`src/rtl/audio_stream_ctrl_if.sv`:
```
// Handshake and data bundle between the audio sequencer,
// the CODEC FIFOs and the stereo filter datapath.
interface audio_stream_ctrl_if #(
  parameter int DATA_W = 24
);
  logic              enable;
  logic              read_ready;
  logic [DATA_W-1:0] readdata_left;
  logic [DATA_W-1:0] readdata_right;
  logic              write_ready;
  logic              read;
  logic              write;
  logic [DATA_W-1:0] writedata_left;
  logic [DATA_W-1:0] writedata_right;
  logic              filt_start;
  logic [DATA_W-1:0] filt_in_left;
  logic [DATA_W-1:0] filt_in_right;
  logic              filt_done;
  logic [DATA_W-1:0] filt_out_left;
  logic [DATA_W-1:0] filt_out_right;
  logic              busy;
  logic [15:0]       timeout_cnt;

  modport master (
    input  enable, read_ready,
    input  readdata_left, readdata_right,
    input  write_ready, filt_done,
    input  filt_out_left, filt_out_right,
    output read, write,
    output writedata_left, writedata_right,
    output filt_start,
    output filt_in_left, filt_in_right,
    output busy, timeout_cnt
  );

  modport slave (
    output enable, read_ready,
    output readdata_left, readdata_right,
    output write_ready, filt_done,
    output filt_out_left, filt_out_right,
    input  read, write,
    input  writedata_left, writedata_right,
    input  filt_start,
    input  filt_in_left, filt_in_right,
    input  busy, timeout_cnt
  );
endinterface

```
`src/rtl/audio_stream_ctrl.sv`:
```
// Sequencer: CODEC pop -> filter -> CODEC push, one sample in flight.
// AUDIO_CTRL_BYPASS_EN adds a bypass input that skips the filter.
module audio_stream_ctrl #(
  parameter int DATA_W  = 24,
  parameter int TIMEOUT = 64
) (
  input  logic clk,
  input  logic reset,
`ifdef AUDIO_CTRL_BYPASS_EN
  input  logic bypass,
`endif
  audio_stream_ctrl_if.master bus
);

  typedef enum logic [2:0] {
    IDLE,
    LOAD,
    WAIT_FILT,
    WAIT_WR,
    WRITE
  } state_e;

  localparam logic [7:0] WD_LAST = 8'(TIMEOUT - 1);

  state_e            state_q, state_d;
  logic              read_q, read_d;
  logic              write_q, write_d;
  logic              start_q, start_d;
  logic              busy_q;
  logic [DATA_W-1:0] fil_q, fil_d;
  logic [DATA_W-1:0] fir_q, fir_d;
  logic [DATA_W-1:0] wdl_q, wdl_d;
  logic [DATA_W-1:0] wdr_q, wdr_d;
  logic [7:0]        wd_q, wd_d;
  logic [15:0]       tcnt_q, tcnt_d;

  // Next state, strobes and datapath captures.
  always_comb begin
    state_d = state_q;
    read_d  = 1'b0;
    write_d = 1'b0;
    start_d = 1'b0;
    fil_d   = fil_q;
    fir_d   = fir_q;
    wdl_d   = wdl_q;
    wdr_d   = wdr_q;
    wd_d    = wd_q;
    tcnt_d  = tcnt_q;
    unique case (state_q)
      IDLE: begin
        if (bus.enable && bus.read_ready) begin
          fil_d   = bus.readdata_left;
          fir_d   = bus.readdata_right;
          read_d  = 1'b1;
          state_d = LOAD;
        end
      end
      LOAD: begin
        wd_d = '0;
`ifdef AUDIO_CTRL_BYPASS_EN
        if (bypass) begin
          wdl_d   = fil_q;
          wdr_d   = fir_q;
          state_d = WAIT_WR;
        end else begin
          start_d = 1'b1;
          state_d = WAIT_FILT;
        end
`else
        start_d = 1'b1;
        state_d = WAIT_FILT;
`endif
      end
      WAIT_FILT: begin
        wd_d = wd_q + 8'd1;
        if (bus.filt_done) begin
          wdl_d   = bus.filt_out_left;
          wdr_d   = bus.filt_out_right;
          state_d = WAIT_WR;
        end else if (wd_q == WD_LAST) begin
          wdl_d   = fil_q;
          wdr_d   = fir_q;
          if (tcnt_q != 16'hFFFF) begin
            tcnt_d = tcnt_q + 16'd1;
          end
          state_d = WAIT_WR;
        end
      end
      WAIT_WR: begin
        if (bus.write_ready) begin
          write_d = 1'b1;
          state_d = WRITE;
        end
      end
      WRITE: begin
        state_d = IDLE;
      end
      default: begin
        state_d = IDLE;
      end
    endcase
  end

  // State and registered outputs.
  always_ff @(posedge clk or posedge reset) begin
    if (reset) begin
      state_q <= IDLE;
      read_q  <= 1'b0;
      write_q <= 1'b0;
      start_q <= 1'b0;
      busy_q  <= 1'b0;
      fil_q   <= '0;
      fir_q   <= '0;
      wdl_q   <= '0;
      wdr_q   <= '0;
      wd_q    <= '0;
      tcnt_q  <= '0;
    end else begin
      state_q <= state_d;
      read_q  <= read_d;
      write_q <= write_d;
      start_q <= start_d;
      busy_q  <= (state_d != IDLE);
      fil_q   <= fil_d;
      fir_q   <= fir_d;
      wdl_q   <= wdl_d;
      wdr_q   <= wdr_d;
      wd_q    <= wd_d;
      tcnt_q  <= tcnt_d;
    end
  end

  assign bus.read            = read_q;
  assign bus.write           = write_q;
  assign bus.filt_start      = start_q;
  assign bus.busy            = busy_q;
  assign bus.filt_in_left    = fil_q;
  assign bus.filt_in_right   = fir_q;
  assign bus.writedata_left  = wdl_q;
  assign bus.writedata_right = wdr_q;
  assign bus.timeout_cnt     = tcnt_q;

endmodule

```
`src/flat_wrapper.sv`:
```
// flat-port wrapper written by rule: the top's interface ports become plain ports
module audio_stream_ctrl_flat 
#(
  parameter int DATA_W  = 24,
  parameter int TIMEOUT = 64
)
  (clk, reset, bus_enable, bus_read_ready, bus_readdata_left, bus_readdata_right, bus_write_ready, bus_filt_done, bus_filt_out_left, bus_filt_out_right, bus_read, bus_write, bus_writedata_left, bus_writedata_right, bus_filt_start, bus_filt_in_left, bus_filt_in_right, bus_busy, bus_timeout_cnt);
  audio_stream_ctrl_if #(.DATA_W(DATA_W)) bus_i ();
  input  logic clk;
  input  logic reset;
  input wire logic [$bits(bus_i.enable)-1:0] bus_enable;
  input wire logic [$bits(bus_i.read_ready)-1:0] bus_read_ready;
  input wire logic [$bits(bus_i.readdata_left)-1:0] bus_readdata_left;
  input wire logic [$bits(bus_i.readdata_right)-1:0] bus_readdata_right;
  input wire logic [$bits(bus_i.write_ready)-1:0] bus_write_ready;
  input wire logic [$bits(bus_i.filt_done)-1:0] bus_filt_done;
  input wire logic [$bits(bus_i.filt_out_left)-1:0] bus_filt_out_left;
  input wire logic [$bits(bus_i.filt_out_right)-1:0] bus_filt_out_right;
  output wire logic [$bits(bus_i.read)-1:0] bus_read;
  output wire logic [$bits(bus_i.write)-1:0] bus_write;
  output wire logic [$bits(bus_i.writedata_left)-1:0] bus_writedata_left;
  output wire logic [$bits(bus_i.writedata_right)-1:0] bus_writedata_right;
  output wire logic [$bits(bus_i.filt_start)-1:0] bus_filt_start;
  output wire logic [$bits(bus_i.filt_in_left)-1:0] bus_filt_in_left;
  output wire logic [$bits(bus_i.filt_in_right)-1:0] bus_filt_in_right;
  output wire logic [$bits(bus_i.busy)-1:0] bus_busy;
  output wire logic [$bits(bus_i.timeout_cnt)-1:0] bus_timeout_cnt;
  assign bus_i.enable = bus_enable;
  assign bus_i.read_ready = bus_read_ready;
  assign bus_i.readdata_left = bus_readdata_left;
  assign bus_i.readdata_right = bus_readdata_right;
  assign bus_i.write_ready = bus_write_ready;
  assign bus_i.filt_done = bus_filt_done;
  assign bus_i.filt_out_left = bus_filt_out_left;
  assign bus_i.filt_out_right = bus_filt_out_right;
  assign bus_read = bus_i.read;
  assign bus_write = bus_i.write;
  assign bus_writedata_left = bus_i.writedata_left;
  assign bus_writedata_right = bus_i.writedata_right;
  assign bus_filt_start = bus_i.filt_start;
  assign bus_filt_in_left = bus_i.filt_in_left;
  assign bus_filt_in_right = bus_i.filt_in_right;
  assign bus_busy = bus_i.busy;
  assign bus_timeout_cnt = bus_i.timeout_cnt;
  audio_stream_ctrl #(.DATA_W(DATA_W), .TIMEOUT(TIMEOUT)) u_core (.clk(clk), .reset(reset), .bus(bus_i));
endmodule
```
`config.mk`:
```
export PLATFORM = sky130hd
export DESIGN_NAME = audio_stream_ctrl_flat
export DESIGN_NICKNAME = d
export VERILOG_FILES = /design/src/rtl/audio_stream_ctrl_if.sv /design/src/rtl/audio_stream_ctrl.sv /design/src/flat_wrapper.sv
export SDC_FILE = /design/constraint.sdc
export NUM_CORES = 1
export LEC_CHECK = 0
export ABC_AREA = 1
export CAP_MARGIN = 20
export CORE_MARGIN = 4
export CORE_UTILIZATION = 45
export DETAILED_ROUTE_END_ITERATION = 6
export PLACE_DENSITY = 0.91
export RECOVER_POWER = 100
export SLEW_MARGIN = 30
export SYNTH_ARGS = -nofsm -noshare
export SYNTH_HDL_FRONTEND = slang
export SYNTH_SLANG_ARGS = --single-unit
```
`constraint.sdc`:
```
create_clock -name clk -period 5.48 [get_ports clk]
set_input_delay 1.096 -clock clk [delete_from_list [all_inputs] [get_ports clk]]
set_output_delay 1.096 -clock clk [all_outputs]
set_load 0.05 [all_outputs]
```
Word level (Yosys, flattened, before mapping)
Index checks and enable logic that the tools add are counted.
Operators by class
  add/sub/neg operators: 2
  multiply operators: 0
  div/mod/pow operators: 0
  magnitude comparators: 0
  eq/ne operators: 5
  shift operators: 0
  mux-type cells: 15
  bitwise logic cells: 1
  reductions and logical operators: 8
Operators with widths (number)
  $mux W24: 4
  $add A16 B1 Y16 const B: 1
  $ne A16 B16 Y1 const B: 1
  $pmux W8 S2: 1
  $mux W3: 4
  $pmux W3 S4: 1
  $add A8 B1 Y8 const B: 1
  $eq A8 B6 Y1 const B: 1
  $eq A3 B2 Y1 const B: 2
  $mux W1: 5
  $reduce_and A2 Y1: 2
  $reduce_and A4 Y1: 1
  $reduce_bool A2 Y1: 2
  $eq A3 B1 Y1 const B: 1
  $logic_not A3 Y1: 1
  $reduce_bool A3 Y1: 1
  $logic_and A1 B1 Y1: 1
  $not A1 Y1: 1
Word-level totals
  bits in registers: 127
  bits in latches: 0
  memory bits (writable): 0
  memory bits (read-only): 0
  output and inout port bits: 116
  word-level logic and storage cells: 42
  memories: 0

Longest topological paths before layout
Gate-level depths: netlist of the first run.
  depth in word-level cells: 5
  gate-level depth with buffers: 11

Worst setup path before layout of the first run
Ideal clock, no wire load.
  path type: input to register
  start point: input bus_filt_done
  end point: register u_core.busy_q (netlist: u_core.bus.busy)
  arrival time: 1.883 ns
  data required time: 5.334 ns
  path slack: 3.451 ns
  stages on the path: 6
  buffers on the path: 2
  cells stage by stage: clkbuf_8 > inv_2 > nand2_1 > nand2_2 > clkbuf_1 > nand4_1
On the way
  word-level cells in the longest chain between the ends: 3
RTL lines
  start: declaration: RTL line flat_wrapper.sv:16  | input wire logic [$bits(bus_i.filt_done)-1:0] bus_filt_done;
  $mux W3: RTL line audio_stream_ctrl.sv:76  | if (bus.filt_done) begin
  $pmux W3 S4: RTL line audio_stream_ctrl.sv:49  | unique case (state_q)
  $reduce_bool A3 Y1: RTL line audio_stream_ctrl.sv:123  | busy_q <= (state_d != IDLE);
  end signal: assignment: RTL line audio_stream_ctrl.sv:123
  end: declaration: RTL line audio_stream_ctrl.sv:29  | logic busy_q;
Every way passes these cells.
A chain may end at the register's enable or synchronous reset.

Worst setup path in the final report of the first run
  start point: input bus_read_ready
  end point: register u_core.fir_q[20] (netlist: u_core.bus.filt_in_right[20])
On the way
  word-level cells in the longest chain between the ends: 2
RTL lines
  start: declaration: RTL line flat_wrapper.sv:12  | input wire logic [$bits(bus_i.read_ready)-1:0] bus_read_ready;
  $logic_and A1 B1 Y1: RTL line audio_stream_ctrl.sv:51  | if (bus.enable && bus.read_ready) begin
  $reduce_and A2 Y1 (no source line)
  end signal: assignment: RTL line audio_stream_ctrl.sv:125  | fir_q <= fir_d;
  end: declaration: RTL line audio_stream_ctrl.sv:31  | logic [DATA_W-1:0] fir_q, fir_d;
Every way passes these cells.

==> results.ini, run 1 <==
[synthesis]
avgSynthCellArea_um2 = 7.76
netlist_instances = 758
yosys.area_share.simple_pct = 31.6
muxShareOfSynthArea_pct = 0
synth_xor_xnor_area_share_pct = 1.34
yosysSeqAreaShare_pct = 54.0
syn_area_um2 = 5880
synthTopCellsByArea = dfrtp_1 (54%), nand2_1 (26%), o21ai_0 (5.5%)
synth_nets = 862
yosysTopAreaCell = dfrtp_1
synth_compound_area_share_pct = 5.98
synth_edf_count = 0
postSynth.asyncResetShare_pct = 100
synth_seq_cells = 127
synth_fa_ha_area_share_pct = 0.426
synth_common_cells = nand2_1 (400), dfrtp_1 (127), o21ai_0 (65)
yosysMostFrequentCell = nand2_1
yosysWarnings = 0
synth.distinct_cells = 28
synth_top_family_by_area = simple AND/OR/NAND/NOR gates
synth-main-ff-cell = dfrtp_1
synth_top_area_share_pct = 54.0

[timing]
timing.final.crit_share_pct = 60.4
tightest_slew_ns = 1.56
clock.fmax_mhz = 302
maxSlewViolCount = 49
fin_crit_ns = 3.31
fin_setup_tns_ns = 0
final.setup_skew_ns = 0.00886
slew_headroom_pct = -4.12
rsz0062_at_grt = no
final_hold_viol_count = 0
setup_viol = 0

[cells_and_area]
fillers = 1040
n_antenna_cell = 0
stdcell_area_um2 = 8600
drive_above_1_share_pct = 4.40
syn2layout_area_growth_pct = 46.3
nets = 1069

[floorplan]
die_area_um2 = 15000
die-width_um = 122
rows = 41
num_io_pins = 218
core-area_um2 = 12700
start_util_pct = 46.2
die_y_um = 122

[drt]
avgRoutedWirePerCell_um = 15.6
post-route-drc-count = 0
firstDrtPassIters = 5
wl_um = 17900
drt-initial-drc-count = 438
detail-route-antenna-nets = 0
vias_per_cell = 4.93
vias = 5673

[global_routing]
grt_pass1_wl_um = 28300
antenna_found_initial = 0
grt_max_degree = 81
grt_use_total_pct = 24.5
grt_overflow_total = 0
grt_pass1_vias = 5600

[pwr]
worst_ir_drop_vdd_mv = 0.411
p_leak_uw = 0.00435
p_per_area_nw_per_um2 = 590

[clock_network]
ctsHtreeMaxLevel = 4
path_clk_slew_ns = 0.06
clock-root-buffer = clkbuf_16
post_cts_buffers = 0
ctsResizeCount = 0
cts_buffers = 17
cts_tree = yes
clk_latency_ns = 0.42
cts_sinks = 127
postCtsHoldBufs = 0
clockBufferDepth = 2

[outcome]
failed_checks = capacitance limit, slew limit
status = finished, violations left

[setup_path]
cp.required_ns = 5.73
worstSetupStartpointType = input port
crit_fanout = 80
crit_path_end_kind = flop
worst-setup-path-type = in2reg
cp.arrival_ns = 3.56
reg2reg_slack_ns = 2.33

[place]
place_area_um2 = 8100
place_congestion = 0.928
io_buffer_count = 217
dpl.hpwl_um = 12500

[min_path]
hold_path.class = reg2reg

[job]
drv_cap = 1

[metal layers]
| layer | vias to the layer above | GRT usage, % | wire (um) |
|---|---|---|---|
| met5 | - | 0 | 0 |
| met4 | 0 | 9.10 | 479 |
| met3 | 33 | 10.1 | 1650 |
| met2 | 219 | 41.6 | 9110 |
| met1 | 2673 | 27.6 | 6650 |
| li1 | 2748 | - | - |
[flip-flops by register name, indices dropped and copies added (netlist names)]
| register | flops |
|---|---|
| u_core.bus.busy | 1 |
| u_core.bus.filt_in_left | 24 |
| u_core.bus.filt_in_right | 24 |
| u_core.bus.filt_start | 1 |
| u_core.bus.read | 1 |
| u_core.bus.timeout_cnt | 16 |
| u_core.bus.write | 1 |
| u_core.bus.writedata_left | 24 |
| u_core.bus.writedata_right | 24 |
| u_core.state_q | 3 |
| u_core.wd_q | 8 |
[critical path: stages]
cell and delay (ns):
dlygate4sd3_1 0.52, nand4_1 0.77, inv_4 0.91, o21ai_0 0.20
[final timing paths]
path | from | to | cells past startpoint
max | bus_read_ready | u_core.bus.filt_in_right[20] | 4
min | u_core.bus.writedata_left[2] | u_core.bus.writedata_left[2] | 2
max reg2reg | u_core.state_q[0] | u_core.bus.writedata_right[12] | 7
min reg2reg | u_core.bus.writedata_left[2] | u_core.bus.writedata_left[2] | 2
max in group asynchronous | reset | u_core.bus.writedata_right[3] | 3
min in group asynchronous | reset | u_core.bus.filt_in_right[18] | 2
[layout by cell type, fill, tap and decap left out, drive strengths merged]
cell	netlist	layout
a21oi	4	4
buf	16	1
clkbuf	16	26
clkdlybuf4s50	0	97
clkinv	1	7
dfrtp	127	127
dlygate4sd3	0	119
ha	2	2
inv	53	56
nand2	404	404
nand3	19	19
nand4	9	9
nor2	29	29
nor3	3	3
o21ai	65	65
o22ai	1	1
xnor2	5	5
xor2	4	4
[cells by family (layout without fill, tap and decap cells)]
group | Yosys count | in the layout
adder cells (fa/ha/maj) | 2 | 2
XOR/XNOR | 9 | 9
buffers and inverters | 86 | 306
AO/OA/AOI/OAI | 70 | 70
flip-flops | 127 | 127
AND/OR/NAND/NOR | 464 | 464
[report_power, final]
group,switching (uW),leakage [uW],total (uW),internal [uW]
clock network,413,0.000265,1010,601
logic,1840,0.00246,2540,698
registers,226,0.00162,1520,1300
[final cells by class]
| class | instances | area [um^2] | area share [%] |
|---|---|---|---|
| Multi-Input combinational cell | 545 | 2290 | 26.6 |
| Clock inverter | 9 | 60.1 | 0.698 |
| Timing Repair Buffer | 220 | 2180 | 25.4 |
| Inverter | 54 | 210 | 2.44 |
| Clock buffer | 23 | 468 | 5.44 |
| Sequential cell | 127 | 3180 | 37.0 |
| Tap cell | 172 | 215 | 2.50 |
[metrics by stage]
| step | hold slack [ns] | utilization (%) | total power, uW | cells | worst slack [ns] |
|---|---|---|---|---|---|
| global route | 0.492 | 67.6 | 5340 | 1150 | 1.92 |
| detailed placement | 0.469 | 63.7 | 4210 | 1118 | 2.00 |
| global placement | 0.462 | 63.7 | 4160 | 1118 | 1.93 |
| CTS | 0.484 | 67.9 | 5260 | 1150 | 2.30 |
| finish | 0.471 | 67.6 | 5080 | 1150 | 2.17 |
| floorplan | 0.462 | - | 3240 | 758 | 1.00 |
Note: power is estimated with default switching activity, not from simulation.
==> inputs of run 2 (changes only) <==
==> constraint.sdc (replaced) <==
create_clock -name clk -period 3.45 [get_ports clk]
set_input_delay 0.69 -clock clk [delete_from_list [all_inputs] [get_ports clk]]
set_output_delay 0.69 -clock clk [all_outputs]
set_load 0.05 [all_outputs]
==> run 2 against run 1 <==
  * The run now ends clean
  * Critical path depth fell by 3
  * Clock power rose by 87%
  * Hold slack got worse by 0.0019 ns
  * Die area did not move
  * Register-to-register slack got worse by 1.2 ns
  * Final cell count rose by 0.43%
  * Sequential share of layout area fell by 0.66 points
  * Clock skew barely moved
  * Non-clock buffer count rose by 5
  * First-iteration DRC count rose by 27%
  * Critical endpoint is now bus_timeout_cnt[0]
  * Highest routed layer is now met5
==> results.ini, run 2 (synthesized netlist as in run 1, its figures left out) <==
[outcome]
status = completed

[drt]
avgRoutedWirePerCell_um = 15.5
wl_um = 17900
firstDrtPassIters = 6
drt-initial-drc-count = 557
vias_per_cell = 4.93
post-route-drc-count = 0
vias = 5696
detail-route-antenna-nets = 0

[place]
dpl.hpwl_um = 12700
io_buffer_count = 217
dp_slack_ns = 0.984
place_congestion = 0.970
dp.cells = 1123

[pwr]
worst_ir_drop_vdd_mv = 0.788
p_per_area_nw_per_um2 = 956
p_total_uw = 8370
p_leak_uw = 0.00444

[setup_path]
cp.arrival_ns = 1.82
path_depth = 1
cp.required_ns = 2.76
reg2regPathDepth = 9
critPathTopFamily = buffers and inverters
slowest_delay_ns = 0.92
worst-path-buf-inv = 1
crit_fanout = 7
crit_chain = dlygate4sd3_1
crit_path_end_kind = primary output
worstSetupStartpointType = flop
timing.rr.end = u_core.bus.timeout_cnt[10]
r2r_start = u_core.bus.timeout_cnt[0]
reg2reg_slack_ns = 1.11
crit_slowest_cell = dlygate4sd3_1
worst-setup-path-type = reg2out

[clock_network]
postCtsHoldBufs = 0
clock-root-buffer = clkbuf_16
clk_latency_ns = 0.42
cts_buffers = 17
post_cts_buffers = 0
cts_tree = yes
cts_sinks = 127
clockBufferDepth = 2
ctsResizeCount = 0
ctsHtreeMaxLevel = 4
path_clk_slew_ns = 0.05

[global_routing]
grt_pass1_vias = 5607
grt_max_degree = 51
grt_overflow_total = 0
grt_use_total_pct = 24.6
antenna_found_initial = 1
grt_pass1_wl_um = 28200

[cells_and_area]
syn2layout_area_growth_pct = 48.9
register_area_um2 = 3180
instances_no_fill = 1155
nets = 1074
multiInputGateArea_um2 = 2290
final_common_cell = nand2_1
drive_above_1_share_pct = 4.98
layout_common_cells = nand2_1 (402), dfrtp_1 (127), dlygate4sd3_1 (119)
n_antenna_cell = 0
fillers = 966

[timing]
setup_viol = 0
fin_crit_ns = 2.51
rsz0062_at_grt = no
worst_slack_ns = 0.942
maxSlewViolCount = 0
final.setup_skew_ns = 0.00873
slew_headroom_pct = 16.5
clock.fmax_mhz = 399
fin_setup_tns_ns = 0
whs_ns = 0.469
tightest_slew_ns = 1.25
final_hold_viol_count = 0
timing.final.crit_share_pct = 72.7

[floorplan]
num_io_pins = 218
die_area_um2 = 15000
die_y_um = 122
start_util_pct = 46.2
die-width_um = 122
core-area_um2 = 12700
rows = 41

[min_path]
holdPathStages = 2
hold_path.class = reg2reg
hold_path.startpoint = u_core.bus.writedata_left[4]
min_to = u_core.bus.writedata_left[4]

[job]
drv_cap = 0

[run 2: cell count changes in the layout (fill, tap and decap cells not counted), sizes merged]
cell | previous run | this run
buf | 1 | 7
bufinv | 0 | 4
clkbuf | 26 | 23
inv | 56 | 53
clkinvlp | 0 | 1
[run 2: area by class of cell]
type                    instances  area share [%]
multi-input cells             545            26.2
clock buffers                  21            5.26
inverters                      54            2.33
flip-flops and latches        127            36.3
clock inverters                11            1.86
repair buffers                225            25.6
well taps                     172            2.46
[run 2: metal layers]
layer | part of all wire, % | routed length (um) | GRT usage [%]
met5 | 0.067 | 12 | 0
met4 | 4.6 | 820 | 13.0
met3 | 9.9 | 1780 | 9.45
met2 | 48 | 8600 | 39.7
met1 | 38 | 6730 | 28.2
[run 2: worst max-delay path by stage]
stage	start	to	slack [ns]
CTS	u_core.bus.timeout_cnt[0]	bus_timeout_cnt[0]	0.98
detailed placement	bus_read_ready	u_core.bus.filt_in_left[22]	0.98
global route	reset	u_core.bus.filt_in_right[1]	0.60
finish	u_core.bus.timeout_cnt[0]	bus_timeout_cnt[0]	0.94
global placement	bus_read_ready	u_core.bus.filt_in_right[11]	1.01
floorplan	reset	u_core.bus.busy	1.19
[run 2: report_power, final]
group | internal (uW) | switching [uW]
Combinational | 1120 | 2930
Clock | 1240 | 648
Sequential | 2060 | 372
Total | 4420 | 3950
[run 2: through the flow]
step	utilization (%)	area, um^2
final	68.8	8760
after floorplan	-	5880
after CTS	69.2	8800
after global routing	68.8	8760
after detailed placement	64.3	8180
after global placement	64.3	8180
==> inputs of run 3 (changes only) <==
--- a/config.mk
+++ b/config.mk
@@ -8,9 +8,9 @@
 export ABC_AREA = 1
 export CAP_MARGIN = 20
 export CORE_MARGIN = 4
-export CORE_UTILIZATION = 45
+export CORE_UTILIZATION = 40
 export DETAILED_ROUTE_END_ITERATION = 6
-export PLACE_DENSITY = 0.91
+export PLACE_DENSITY = 0.86
 export RECOVER_POWER = 100
 export SLEW_MARGIN = 30
 export SYNTH_ARGS = -nofsm -noshare
==> constraint.sdc (replaced) <==
create_clock -name clk -period 2.2 [get_ports clk]
set_input_delay 0.44 -clock clk [delete_from_list [all_inputs] [get_ports clk]]
set_output_delay 0.44 -clock clk [all_outputs]
set_load 0.05 [all_outputs]
==> run 3 against run 2 <==
  * Sequential power is 56% higher
  * Clock-buffer cell count is 3 lower
  * Clock skew is 0.0011 ns higher
  * Hold slack better by 0.0037 ns
  * Combinational power is 58% higher
  * Clock power is 62% higher
  * Total power is 58% higher
  * Register-to-register slack worse by 0.93 ns
  * First-iteration DRC count is 45% lower
  * Sequential share of layout area is 0.25 points lower
  * Non-clock buffer count is 10 higher
  * Critical path depth stayed put
  * Critical path type unchanged
  * Highest routed layer unchanged
==> results.ini, run 3 (synthesized netlist as in run 1, its figures left out) <==
[cells_and_area]
stdcell_area_um2 = 8820
n_antenna_cell = 0
nets = 1084
fillers = 1229
final_common_cell = nand2_1
layout_common_cells = nand2_1 (400), dfrtp_1 (127), clkdlybuf4s50_1 (124)
syn2layout_area_growth_pct = 49.9
drive_above_1_share_pct = 5.74

[drt]
vias = 5666
vias_per_cell = 4.81
firstDrtPassIters = 6
drt-initial-drc-count = 308
wl_um = 17600
detail-route-antenna-nets = 0
avgRoutedWirePerCell_um = 15.0
post-route-drc-count = 0

[setup_path]
crit_fanout = 5
worst-setup-path-type = reg2out
r2r_start = u_core.wd_q[0]
critPathTopFamily = buffers and inverters
slowest_delay_ns = 0.84
cp.arrival_ns = 1.70
crit_slowest_cell = clkdlybuf4s50_1
reg2reg_slack_ns = 0.18
worstSetupStartpointType = flop
timing.rr.end = u_core.bus.busy
reg2regPathDepth = 8
cp.required_ns = 1.76
worst-path-buf-inv = 1
crit_chain = clkdlybuf4s50_1
crit_path_end_kind = primary output

[global_routing]
grt_pass1_wl_um = 27700
grt_overflow_total = 0
grt_use_total_pct = 21.3
grt_pass1_vias = 5499
antenna_found_initial = 1
grt_max_degree = 69

[min_path]
holdPathStages = 2
hold_path.class = reg2reg
hold_path.startpoint = u_core.bus.writedata_right[18]
min_to = u_core.bus.writedata_right[18]

[timing]
tightest_slew_ns = 0.919
timing.final.crit_share_pct = 97.3
worst_slack_ns = 0.0599
rsz0062_at_grt = no
maxSlewViolCount = 0
whs_ns = 0.472
final.setup_skew_ns = 0.00978
final_hold_viol_count = 0
clock.fmax_mhz = 467
fin_crit_ns = 2.14
slew_headroom_pct = 38.4
setup_viol = 0
fin_setup_tns_ns = 0

[floorplan]
num_io_pins = 218
rows = 44
core-area_um2 = 14500
die_y_um = 129
start_util_pct = 40.6
die-width_um = 129
die_area_um2 = 16700

[pwr]
p_total_uw = 13200
p_int_uw = 7010
power_frac_seq_pct = 28.6
switchingPower_uw = 6230
p_leak_uw = 0.00439
pwr-share-clk_pct = 23.1
worst_ir_drop_vdd_mv = 1.09
swShare_pct = 47.1
pwr-share-comb_pct = 48.3
p_per_area_nw_per_um2 = 1500

[clock_network]
clockBufferDepth = 2
cts_tree = yes
postCtsHoldBufs = 0
clk_latency_ns = 0.42
cts_buffers = 17
cts_sinks = 127
post_cts_buffers = 0
ctsHtreeMaxLevel = 4
clock-root-buffer = clkbuf_16
path_clk_slew_ns = 0.06

[place]
place_area_um2 = 8310
dpl.hpwl_um = 12700
io_buffer_count = 217
dp_slack_ns = 0.343
place_congestion = 0.866

[outcome]
status = completed

[job]
drv_cap = 0

==> run 3: cell count changes in the layout (fill, tap and decap cells not counted), sizes merged <==
cell,before,now
dlygate4sd3,119,87
clkdlybuf4s50,97,124
clkbuf,23,34
inv,53,58
clkinv,7,4
buf,7,8
clkinvlp,1,2
==> run 3: what timing repair did <==
item,CTS,global route
endpoints found under the setup margin,0,5
hold endpoints to repair,0,0
resized for setup,0,5
==> run 3: area by class of cell <==
type	count	area, um^2	share of cell area [%]
clock buffers	18	439	4.98
clock inverters	14	203	2.30
inverters	54	204	2.31
multi-input cells	545	2300	26.1
flip-flops and latches	127	3180	36.0
well taps	184	230	2.61
repair buffers	235	2260	25.7
==> run 3: stage by stage <==
step,std cells,utilization [%]
finish,1177,60.9
global route,1177,60.9
CTS,1177,61.8
detailed placement,1145,57.4
global placement,1145,57.4
floorplan,758,-
==> run 3: worst max path at each step <==
stage / startpoint / end / slack, ns / cells past startpoint
finish: u_core.bus.timeout_cnt[7] / bus_timeout_cnt[7] / 0.06 / 1
global route: u_core.bus.timeout_cnt[8] / bus_timeout_cnt[8] / 0.0002 / 1
CTS: u_core.bus.timeout_cnt[12] / bus_timeout_cnt[12] / 0.005 / 1
detailed placement: bus_enable / u_core.bus.filt_in_right[2] / 0.34 / 6
global placement: bus_enable / u_core.bus.filt_in_right[4] / 0.41 / 5
floorplan: reset / u_core.bus.busy / 0.19 / 1
==> run 3: layer usage <==
layer / wire length [um] / vias to the layer above / track usage [%]
met4: 235 / 2 / 6.42
met5: 8 / - / 0
met2: 8620 / 219 / 35.4
li1: - / 2779 / -
met1: 7000 / 2646 / 25.2
met3: 1780 / 20 / 9.19
==> run 3: power groups by stage <==
| stage | Combinational (uW) | Clock (uW) | Sequential, uW |
|---|---|---|---|
| floorplan | 1420 | 0 | 6640 |
| global placement | 6650 | 0 | 3820 |
| detailed placement | 6730 | 0 | 3820 |
| CTS | 6770 | 3110 | 3820 |
| global route | 6800 | 3200 | 3890 |
| finish | 6400 | 3060 | 3780 |
